`config.mk`:
```
export PLATFORM = sky130hd
export DESIGN_NAME = timer_device
export DESIGN_NICKNAME = d
export VERILOG_FILES = /design/src/rtl/timer_device.sv
export SDC_FILE = /design/constraint.sdc
export NUM_CORES = 1
export LEC_CHECK = 0
export CAP_MARGIN = 20
export CELL_PAD_IN_SITES_DETAIL_PLACEMENT = 1
export CELL_PAD_IN_SITES_GLOBAL_PLACEMENT = 2
export CORE_UTILIZATION = 33
export DETAILED_ROUTE_END_ITERATION = 10
export GPL_TIMING_DRIVEN = 0
export PLACE_DENSITY = 0.93
export SLEW_MARGIN = 10
export SYNTH_ARGS = -nofsm -noshare
export SYNTH_HDL_FRONTEND = slang
export SYNTH_SLANG_ARGS = --single-unit
```
`constraint.sdc`:
```
create_clock -name clk -period 7.83 [get_ports clk]
set_clock_uncertainty 0.05 [all_clocks]
set_input_delay 1.1745 -clock clk [delete_from_list [all_inputs] [get_ports clk]]
set_output_delay 1.1745 -clock clk [all_outputs]
set_load 0.02 [all_outputs]
```
`src/rtl/timer_device.sv`:
```
`timescale 1ns/1ps
// timer_device: memory-mapped tick timer with CNT, LIM and CTL registers,
// a free-running prescaler and a level interrupt (inta = READY & IE).
// Optional feature: define TIMER_DEVICE_OVERRUN_EN to implement CTL[2] OVERRUN.
module timer_device #(
    parameter int unsigned       DBITS     = 32,
    parameter logic [DBITS-1:0]  BASE_ADDR = 32'hF0000020,
    parameter int unsigned       TICK_DIV  = 10000,
    parameter logic [DBITS-1:0]  DEV_IDN   = 32'h1
) (
    input  logic             clk,
    input  logic             reset,
    input  logic [DBITS-1:0] memAddrBus,
    input  logic             weBus,
    input  logic             reBus,
    input  logic [DBITS-1:0] dataBusOut,
    output logic [DBITS-1:0] dataBusIn,
    output logic             inta,
    output logic [DBITS-1:0] idn
);

    localparam int unsigned      PSC_W    = (TICK_DIV > 1) ? $clog2(TICK_DIV) : 1;
    localparam logic [PSC_W-1:0] PSC_LAST = PSC_W'(TICK_DIV - 1);

    localparam logic [DBITS-1:0] ADDR_CNT = BASE_ADDR;
    localparam logic [DBITS-1:0] ADDR_LIM = BASE_ADDR + DBITS'(4);
    localparam logic [DBITS-1:0] ADDR_CTL = BASE_ADDR + DBITS'(8);

    logic [PSC_W-1:0] psc;
    logic [DBITS-1:0] cnt;
    logic [DBITS-1:0] lim;
    logic             ready;
    logic             ie;
    logic             overrun;

    logic             selCnt;
    logic             selLim;
    logic             selCtl;
    logic             wrCnt;
    logic             wrLim;
    logic             wrCtl;
    logic             tick;
    logic             limHit;
    logic             readySet;
    logic [DBITS-1:0] ctlVal;

    assign selCnt = (memAddrBus == ADDR_CNT);
    assign selLim = (memAddrBus == ADDR_LIM);
    assign selCtl = (memAddrBus == ADDR_CTL);
    assign wrCnt  = weBus & selCnt;
    assign wrLim  = weBus & selLim;
    assign wrCtl  = weBus & selCtl;

    assign tick   = (psc == PSC_LAST);
    // LIM=0 means free-run; the >= compare also catches a LIM lowered below CNT
    assign limHit = (lim != '0) && (cnt >= (lim - DBITS'(1)));
    // a CNT write in the same cycle swallows the tick, including its READY set
    assign readySet = tick & ~wrCnt & limHit;

    // prescaler: wraps every TICK_DIV cycles, restarted by a CNT write
    always_ff @(posedge clk or negedge reset) begin
        if (!reset) begin
            psc <= '0;
        end else if (wrCnt || tick) begin
            psc <= '0;
        end else begin
            psc <= psc + PSC_W'(1);
        end
    end

    // counter: CPU write has priority, otherwise advance or restart on tick
    always_ff @(posedge clk or negedge reset) begin
        if (!reset) begin
            cnt <= '0;
        end else if (wrCnt) begin
            cnt <= dataBusOut;
        end else if (tick) begin
            if (limHit) begin
                cnt <= '0;
            end else begin
                cnt <= cnt + DBITS'(1);
            end
        end
    end

    // limit register: plain read/write
    always_ff @(posedge clk or negedge reset) begin
        if (!reset) begin
            lim <= '0;
        end else if (wrLim) begin
            lim <= dataBusOut;
        end
    end

    // READY (hardware set beats write-0 clear) and IE (plain rw)
    always_ff @(posedge clk or negedge reset) begin
        if (!reset) begin
            ready <= 1'b0;
            ie    <= 1'b0;
        end else begin
            if (readySet) begin
                ready <= 1'b1;
            end else if (wrCtl && !dataBusOut[0]) begin
                ready <= 1'b0;
            end
            if (wrCtl) begin
                ie <= dataBusOut[4];
            end
        end
    end

`ifdef TIMER_DEVICE_OVERRUN_EN
    // OVERRUN: set when READY is re-set while still pending; set beats clear
    always_ff @(posedge clk or negedge reset) begin
        if (!reset) begin
            overrun <= 1'b0;
        end else if (readySet && ready) begin
            overrun <= 1'b1;
        end else if (wrCtl && !dataBusOut[2]) begin
            overrun <= 1'b0;
        end
    end
`else
    assign overrun = 1'b0;
`endif

    // CTL read view: unimplemented bits read as zero
    always_comb begin
        ctlVal    = '0;
        ctlVal[0] = ready;
        ctlVal[2] = overrun;
        ctlVal[4] = ie;
    end

    // zero-latency read mux; zero when unselected so the bus can be OR-ed
    always_comb begin
        dataBusIn = '0;
        if (reBus) begin
            if (selCnt) begin
                dataBusIn = cnt;
            end else if (selLim) begin
                dataBusIn = lim;
            end else if (selCtl) begin
                dataBusIn = ctlVal;
            end
        end
    end

    assign inta = ready & ie;
    assign idn  = inta ? DEV_IDN : '0;

endmodule
```
==> flow_summary.ini, run 1 <==
[run_status]
status = finished, violations left
violations = design-rule violations

[synth]
synthXorXnorAreaFrac = 0.1024
yosys.area.top_type = dfrtp_1
synth_ff_type = dfrtp_1
synth_area_leaders = dfrtp_1 33%, ha_1 7.1%, xnor2_1 6.0%
synth_adder_area_share = 0.07111
netlist_area_um2 = 6158
synth_area_per_cell_um2 = 8.785
synth_top_area_share = 0.3251
synth_edf_count = 0
synth.area.mux_share = 0.05851
synth_cell_types = 53
ys_warn_count = 0
async_reset_ff_frac = 1.000
synth-simple-area-share = 0.2190
synth_top_family_by_area = simple AND/OR/NAND/NOR gates
ys_seq_area_frac = 0.3251
yosys_register_bits = 80
synth_compound_area_frac = 0.1538
synthCells = 701

[setup_path]
worstSetupPathType = input pin to output pin
critPathMaxFanout = 10
worst_r2r_startpoint = lim[8]
r2r_slack_ns = 2.95
critPathSlowestCell = nor4_1
cp_cell_sequence = clkdlybuf4s50_1, or4b_2, nor4_1, and2_1, clkbuf_1, a22oi_1, nor2b_1, clkdlybuf4s50_1
cp.arrival_ns = 4.77
start_kind = input pin
cp_top_family = simple AND/OR/NAND/NOR gates
crit_top_cell = clkdlybuf4s50_1
cp_num_buf_inv = 3
crit_path_end_kind = output pin
r2r_cells = 12
r2r_end = cnt[20]
max_stage_delay_ns = 0.69
critical_path_depth = 8
required_ns = 6.61

[global_routing]
grt.overflow.total = 0
antenna_found_initial = 0
grt_max_degree = 58
gr-usage-all-layers = 0.2201
grt_first_pass_wirelength_um = 33040
grt_pass1_vias = 6178

[pwr]
pwr_density_cell_nw_per_um2 = 117.7
p_leak_nw = 3.514
ir_drop_v = 0.00008780

[worst_hold_path]
hold_end = psc[0]
hold_depth = 1
hp-start = psc[0]
hp-class = flop to flop

[clocking]
cts_root_buf = clkbuf_16
clk_pin_slew_ns = 0.06
clock_path_buffers = 2
cts_sinks = 80
cts_tree = done
clock_latency_ns = 0.36
cts.repair.resized = 0
cts-buffers-inserted = 9
holdBufCountCts = 0
cts_setup_buffers = 0
htree_levels = 3

[final_layout]
design_area_um2 = 7881
antenna_cells = 0
n_fill_cell = 2162
nets = 947
area_delta_synth_final_pct = 27.98
layout-drive-gt1-share = 0.1156
postLayoutCoreUtil = 0.4343
mostFrequentLayoutCells = 100 x clkdlybuf4s50_1, 80 x dfrtp_1, 65 x a21oi_1, 53 x nand2_1, 42 x xnor2_1
final_common_cell = clkdlybuf4s50_1

[route]
vias = 5795
wl_um = 20700
routedWlPerCell_um = 19.22
drtIter0Drc = 274
drtAntennaViolNets = 0
via_per_inst = 5.381
dr.pass1.iters = 8
remaining_drc_errors = 14

[job]
max_cap_viol_count = 0

[timing]
setup_viol = 0
finalMaxSlewViolations = 0
final.setup.tns_ns = 0
rsz0062_at_grt = no
fin_crit_ns = 5.998
hold_ws_ns = 0.4313
finalCritPeriodShare = 0.7661
slew_headroom = 0.3552
fmax_ghz = 0.1667
hold_viol_final = 0
tightest_slew_ns = 0.9583

[floorplanning]
die_h_um = 138.6
die-area_um2 = 19210
dieWidth_um = 138.6
rows = 49
core_area_um2 = 18150
pin_count = 133
initial_core_util = 0.3394

[place]
place_hpwl_um = 15370
gp_congestion = 0.8372
io_buffers = 101
dpl_cell_area_um2 = 7594
flip-flops by register name (all words and copies together), names as in the netlist:
name / cells
ie: 1
cnt: 32
lim: 32
ready: 1
psc: 14
routing by layer:
metal  global-route usage  up-vias  wire, um
li1                     -     2742         -
met1               0.2820     2893      9368
met2               0.3794      128     10220
met3              0.02210       32       616
met4              0.09181        0       494
met5                    0        -         0
worst register-to-register path: cells and delay by family (launching register included):
kind                       cells  cell delay, ns
xor gates and xnor gates       1            0.17
and+or+nand+nor                7            3.10
adders and majority gates      1            0.27
DFF                            1            0.43
AOI/OAI and AO/OA              3            0.76
stage by stage:
stage               worst slack [ns]  std cells  total power (W)
floorplan                      3.481        731        0.0004508
global placement               2.002       1061        0.0005001
detailed placement             1.897       1062        0.0005023
CTS                            1.884       1077        0.0009344
global route                   1.629       1077        0.0009533
finish                         1.832       1077        0.0009273
synth_stat cells, types with 5 or more instances:
cell / number
mux2_2: 32
inv_1: 10
a21o_1: 5
nor2b_1: 30
and2_1: 9
and3_1: 16
xor2_1: 30
ha_1: 35
buf_2: 6
clkbuf_1: 22
nor2_1: 39
nor3_1: 20
nand4_1: 17
a21oi_1: 65
o21ai_0: 5
nor4_1: 9
nand3_1: 20
o21ai_1: 21
dfrtp_1: 80
o31ai_1: 10
nand2_1: 53
a22oi_1: 30
xnor2_1: 42
a31oi_1: 5
buf_4: 32
or3_1: 11
report_power, final:
part | leakage, nW | total, W | switching (W) | internal (W)
clock network | 0.145 | 0.000433 | 0.000180 | 0.000253
registers | 0.957 | 0.000413 | 0.000000000282 | 0.000413
logic | 2.41 | 0.0000814 | 0.0000370 | 0.0000444
how the worst max path moves through the flow:
stage	from	to	slack, ns
after floorplan	memAddrBus[25]	dataBusIn[10]	3.48
after global placement	memAddrBus[25]	dataBusIn[20]	2.00
after detailed placement	memAddrBus[25]	dataBusIn[31]	1.90
after CTS	memAddrBus[25]	dataBusIn[1]	1.88
after global routing	memAddrBus[25]	dataBusIn[1]	1.63
final	memAddrBus[25]	dataBusIn[1]	1.83
area by class of cell:
class | count | area (um^2) | area share
multi-input cells | 575 | 3841 | 0.4874
flip-flops and latches | 80 | 2002 | 0.2540
repair buffers | 102 | 1036 | 0.1314
plain buffers | 66 | 390.4 | 0.04953
well taps | 229 | 286.5 | 0.03635
clock buffers | 11 | 242.7 | 0.03080
clock inverters | 4 | 45.04 | 0.005715
inverters | 10 | 37.54 | 0.004763
cells by family (layout without fill, tap and decap cells):
family	count (synthesis)	after routing
and+or+nand+nor	250	250
AOI/OAI and AO/OA	155	155
DFF	80	80
buffers and inverters	76	193
xor gates and xnor gates	72	72
adders and majority gates	35	35
muxes	32	32
other	1	31
Power figures use the tool's default switching activity.
==> inputs of run 2 (changes only) <==
--- a/config.mk
+++ b/config.mk
@@ -8,10 +8,10 @@
 export CAP_MARGIN = 20
 export CELL_PAD_IN_SITES_DETAIL_PLACEMENT = 1
 export CELL_PAD_IN_SITES_GLOBAL_PLACEMENT = 2
-export CORE_UTILIZATION = 33
+export CORE_UTILIZATION = 31
 export DETAILED_ROUTE_END_ITERATION = 10
 export GPL_TIMING_DRIVEN = 0
-export PLACE_DENSITY = 0.93
+export PLACE_DENSITY = 0.89
 export SLEW_MARGIN = 10
 export SYNTH_ARGS = -nofsm -noshare
 export SYNTH_HDL_FRONTEND = slang
==> constraint.sdc (replaced) <==
create_clock -name clk -period 5.86 [get_ports clk]
set_clock_uncertainty 0.05 [all_clocks]
set_input_delay 0.879 -clock clk [delete_from_list [all_inputs] [get_ports clk]]
set_output_delay 0.879 -clock clk [all_outputs]
set_load 0.02 [all_outputs]
==> run 2 against run 1 <==
  * The flow now finishes without violations
  * Core utilization fell by 2.4 points
  * Register-to-register slack got worse by 1.9 ns
  * Count of clock-buffer cells in the layout is 2 lower
  * Die area increased by 6.4%
  * Worst setup slack lost 1.3 ns
  * Final cell count grew 3.4%
  * Sequential power is 34% higher
  * Power is 44% higher
  * Combinational power is 34% higher
  * Critical path depth did not move
  * Critical path type unchanged
  * Clock power increased by 56%
  * Worst hold slack lost 0.0063 ns
==> flow_summary.ini, run 2 (same netlist as run 1, synthesis figures left out) <==
[setup_path]
crit_path_end_kind = output pin
start_kind = input pin
r2r_cells = 12
critPathMaxFanout = 10
worstSetupPathType = input pin to output pin
cp.arrival_ns = 4.44
required_ns = 4.93
r2r_slack_ns = 1.09

[route]
drtIter0Drc = 372
via_per_inst = 5.190
wl_um = 20640
vias = 5782
dr.pass1.iters = 6
remaining_drc_errors = 0
wl_met3_um = 737
dr.max_layer_used = met4
drtAntennaViolNets = 0
met2_length_um = 10070
wl_met1_um = 9452
routedWlPerCell_um = 18.53

[final_layout]
nets = 947
final_common_cell = clkdlybuf4s50_1
antenna_cells = 0
mostFrequentLayoutCells = 100 x clkdlybuf4s50_1, 80 x dfrtp_1, 65 x a21oi_1, 53 x nand2_1, 42 x xnor2_1
top_regs = cnt x32, lim x32, psc x14
multiInputGateArea_um2 = 3841
layout-drive-gt1-share = 0.1178
n_fill_cell = 2328
area_delta_synth_final_pct = 29.62
regArea_um2 = 2002

[worst_hold_path]
hold_depth = 1
hp-class = flop to flop

[floorplanning]
dieWidth_um = 142.9
die_h_um = 142.9
initial_core_util = 0.3164
rows = 51
pin_count = 133
die-area_um2 = 20430
core_area_um2 = 19460

[clocking]
htree_levels = 3
cts-buffers-inserted = 9
cts.repair.resized = 0
clk_pin_slew_ns = 0.07
cts_sinks = 80
cts_tree = done
clock_latency_ns = 0.36
cts_root_buf = clkbuf_16
holdBufCountCts = 0
clock_path_buffers = 2
cts_setup_buffers = 0

[pwr]
ir_drop_v = 0.0001105
p_leak_nw = 3.531
pwr_density_cell_nw_per_um2 = 167.4
power_w = 0.001336

[job]
max_cap_viol_count = 0

[timing]
slew_headroom = 0.4242
final.setup.tns_ns = 0
fmax_ghz = 0.1863
setup_viol = 0
fin_crit_ns = 5.369
hold_viol_final = 0
finalCritPeriodShare = 0.9162
tightest_slew_ns = 0.8558
finalMaxSlewViolations = 0
rsz0062_at_grt = no

[global_routing]
grt_max_degree = 45
antenna_found_initial = 0
grt.overflow.total = 0
grt_first_pass_wirelength_um = 33020
grt_pass1_vias = 6020
gr-usage-all-layers = 0.2117

[run_status]
status = finished clean

[place]
gp_congestion = 0.8145
place_hpwl_um = 15470
io_buffers = 101
[run 2: critical path: stages]
cell and delay [ns]:
clkdlybuf4s50_1 0.40, or4b_2 0.67, nor4_1 0.65, and2_1 0.29, clkbuf_1 0.52, a22oi_1 0.24
nor2b_1 0.16, clkdlybuf4s50_1 0.63
[run 2: cell type report]
class	instances	share of cell area
tap	265	0.04154
buffer	66	0.04890
clock inverter	7	0.01489
inverter	10	0.004702
multi-input combinational	575	0.4812
sequential	80	0.2508
clock buffer	9	0.02821
timing repair buffer	102	0.1298
[run 2: report_power, final]
group	total (W)	switching (W)	internal (W)
Sequential	0.000552	0.000000000382	0.000552
Combinational	0.000109	0.0000497	0.0000593
Clock	0.000675	0.000258	0.000417
Total	0.00134	0.000307	0.00103
[run 2: metal layers]
metal,vias up,GRT usage
met1,2874,0.2748
li1,2758,-
met4,0,0.07074
met5,-,0
met3,23,0.02616
met2,127,0.3617
[run 2: stage by stage]
| stage | cells | cell area, um^2 | utilization | worst slack [ns] | hold WS, ns |
|---|---|---|---|---|---|
| finish | 1114 | 7983 | 0.4102 | 0.4913 | 0.4250 |
| CTS | 1114 | 7983 | 0.4102 | 0.4703 | 0.4206 |
| global placement | 1097 | 7614 | 0.3912 | 0.5042 | 0.3990 |
| floorplan | 731 | 6271 | - | 1.936 | 0.3751 |
| global route | 1114 | 7983 | 0.4102 | 0.3104 | 0.4686 |
| detailed placement | 1098 | 7639 | 0.3925 | 0.4727 | 0.4117 |
[run 2: final timing paths]
kind | startpoint | endpoint
max in group asynchronous | reset | lim[4]
worst max-delay path | memAddrBus[25] | dataBusIn[31]
worst min-delay path | psc[0] | psc[0]
worst max register to register | lim[8] | ready
min in group asynchronous | reset | lim[19]
worst min register to register | psc[0] | psc[0]
==> RTL edit (config.mk and constraints of run 2) <==
The parameter `TICK_DIV` goes from 10000 to 5000.
--- a/src/rtl/timer_device.sv
+++ b/src/rtl/timer_device.sv
@@ -5,7 +5,7 @@
 module timer_device #(
     parameter int unsigned       DBITS     = 32,
     parameter logic [DBITS-1:0]  BASE_ADDR = 32'hF0000020,
-    parameter int unsigned       TICK_DIV  = 10000,
+    parameter int unsigned       TICK_DIV  = 5000,
     parameter logic [DBITS-1:0]  DEV_IDN   = 32'h1
 ) (
     input  logic             clk,
Behaviour: no difference found for any inputs over 4 cycles, from zero or initial values and one cycle with reset low; that may be too few to reach the edited logic, so the function may still have changed.
==> RTL edit against run 2 <==
- total power down 9.0%
- highest routed layer unchanged
- setup slack better by 0.15 ns
- first-iteration DRC count down 33%
- sequential cell count down 1
- sequential share of layout area up 0.18 points
- largest power group unchanged
- routed wire length down 3.2%
- cell area down 1.9%
- synthesized area down 1.5%
- critical path depth up 6
- critical path type is now register to register
==> RTL edit: results (changes against run 2) <==
Status
  – Outcome: finished, final reports clean (unchanged)

Timing
  – Crit path time final: 5.222 ns (was 5.369 ns)
  – # setup viols final: 0 (unchanged)
  – Final setup TNS: 0 ns (unchanged)
  – Worst slew pin tran: 0.8063 ns (was 0.8558 ns)

Logic synthesis
  – Synth cell count leaders: dfrtp_1, xnor2_1, nor2_1 (was dfrtp_1, a21oi_1, nand2_1)
  – Register area share after synthesis: 32.60% (was 32.51%)
  – Top cells by area, synth: dfrtp_1, ha_1, mux2_2, xnor2_1, xor2_1 (was dfrtp_1, ha_1, xnor2_1, mux2_2, a21oi_1)
  – Yosys warning count: 0 (unchanged)
  – Asr flop ratio synth: 100.0% (unchanged)
  – Unique cell type count in the Yosys netlist: 47 (was 53)
  – Synth Area per Inst: 9.118 sq um (was 8.785 sq um)

Clock network
  – Clk pin slew, worst setup/hold paths: 0.07 ns (about the same)
  – Htree depth: 3 (unchanged)
  – PostCTS Resize Cnt: 0 (unchanged)
  – Clk_lat worst skew: 0.36 ns (about the same)
  – Root Buffer: clkbuf_16 (unchanged)
  – Clock Tree Buf Depth: 2 (unchanged)
  – Postcts setup bufs: 0 (unchanged)
  – CTS Buf Count: 9 (unchanged)

Place
  – # placed instances: 1057 (was 1098)
  – Routability cong.: 0.8395 (was 0.8145)
  – Post-DP HPWL: 14.87 mm (was 15.47 mm)
  – Area of placed instances: 0.007537 sq mm (was 0.007639 sq mm)
  – Port bufs: 101 (unchanged)
  – Pre-CTS setup slack: 0.6408 ns (was 0.4727 ns)

Drt
  – Total routed wirelength: 19.97 mm (was 20.64 mm)
  – Detailed-router iteration count before antenna repair: 5 (was 6)
  – Initial drt markers: 248 (was 372)
  – Vias/cell: 5.268 (was 5.190)
  – Drt wl/cell: 18.61 microns (was 18.53 microns)

Setup path
  – CP Class: register to register (was input port to output port)
  – Crit Reg-Reg Startpoint: lim[4] (was lim[8])
  – CP Data Arrival Time: 5.42 ns (was 4.44 ns)
  – Crit path to: cnt[23] (was dataBusIn[31])
  – Max stage delay cell, worst path: nor4b_1 (was or4b_2)
  – Slowest stage delay, CP: 0.73 ns (was 0.67 ns)
  – Reg2Reg Depth: 14 (was 12)
  – Crit-path max FO: 10 (unchanged)

Cells and area
  – # diodes: 0 (unchanged)
  – # fillers: 2223 (was 2328)
  – Area growth syn-to-layout: 29.10% (was 29.62%)
  – Share of layout cells above drive strength 1: 11.32% (was 11.78%)
  – Largest registers: cnt: 32 flops, lim: 32 flops, psc: 13 flops (was cnt: 32 flops, lim: 32 flops, psc: 14 flops)
  – Nets: 911 (was 947)

Global route
  – Number of global-route vias before repair: 6020 (unchanged)
  – Largest net degree at the start of global routing: 42 (was 45)
  – First-pass GRT wire length: 32.47 mm (was 33.02 mm)
  – Antenna violations before repair: 0 (unchanged)
  – Total GRT Usage: 21.08% (was 21.17%)

Power
  – Leakage: 0.003149 uW (was 0.003531 uW)
  – Worst VDD drop: 0.1414 mV (was 0.1105 mV)

Hold path
  – Hold crit path type: register to register (unchanged)
RTL edit: changes by cell type after synthesis, sizes merged, moves of 4 or more:
cell / change
a21oi: -54
a31oi: +22
nand2: -21
o31ai: +21
and3: +18
o21ai: -15
clkbuf: +9
or3: -7
a32oi: +6
buf: -6
nor3: -4
RTL edit: power by group:
group          internal (uW)  switching (uW)
logic                   59.0            47.6
registers                545        0.000276
clock network            305             259
total                    909             307
RTL edit: worst max-delay path, delay by kind of cell, from the launching register on:
kind	cells	cell delay (ns)
simple gates	7	2.92
compound gates	4	1.10
flops	1	0.45
fa+ha+maj	1	0.26
xor+xnor	1	0.17
buf+inv	1	0.16
RTL edit: how the worst min path moves through the flow:
stage	startpoint	end	slack, ns	cells after the start
final	psc[0]	psc[0]	0.44	1
after global routing	psc[0]	psc[0]	0.48	1
after CTS	psc[0]	psc[0]	0.45	1
after detailed placement	psc[0]	psc[0]	0.44	1
after global placement	psc[0]	psc[0]	0.43	1
after floorplan	psc[0]	psc[0]	0.40	1
RTL edit: routing by layer:
metal,part of all wire (%),up-vias,track usage (%)
li1,-,2673,-
met1,45,2805,26.69
met2,49,144,35.78
met3,4.5,31,4.219
met4,2.3,0,6.904
met5,0,-,0
RTL edit: cell type report:
type | count | share of cell area [%]
flip-flops and latches | 79 | 25.26
clock buffers | 10 | 3.053
well taps | 260 | 4.156
plain buffers | 69 | 5.131
repair buffers | 102 | 13.24
clock inverters | 6 | 0.6554
inverters | 13 | 0.6234
multi-input cells | 534 | 47.89
RTL edit: cells by family after synthesis:
kind of cell / share of synthesized area [%]
compound gates: 14.92
simple gates: 21.75
flops: 32.60
fa+ha+maj: 7.222
xor+xnor: 10.26
other cells: 0.06185
mux: 5.757
buf+inv: 7.429
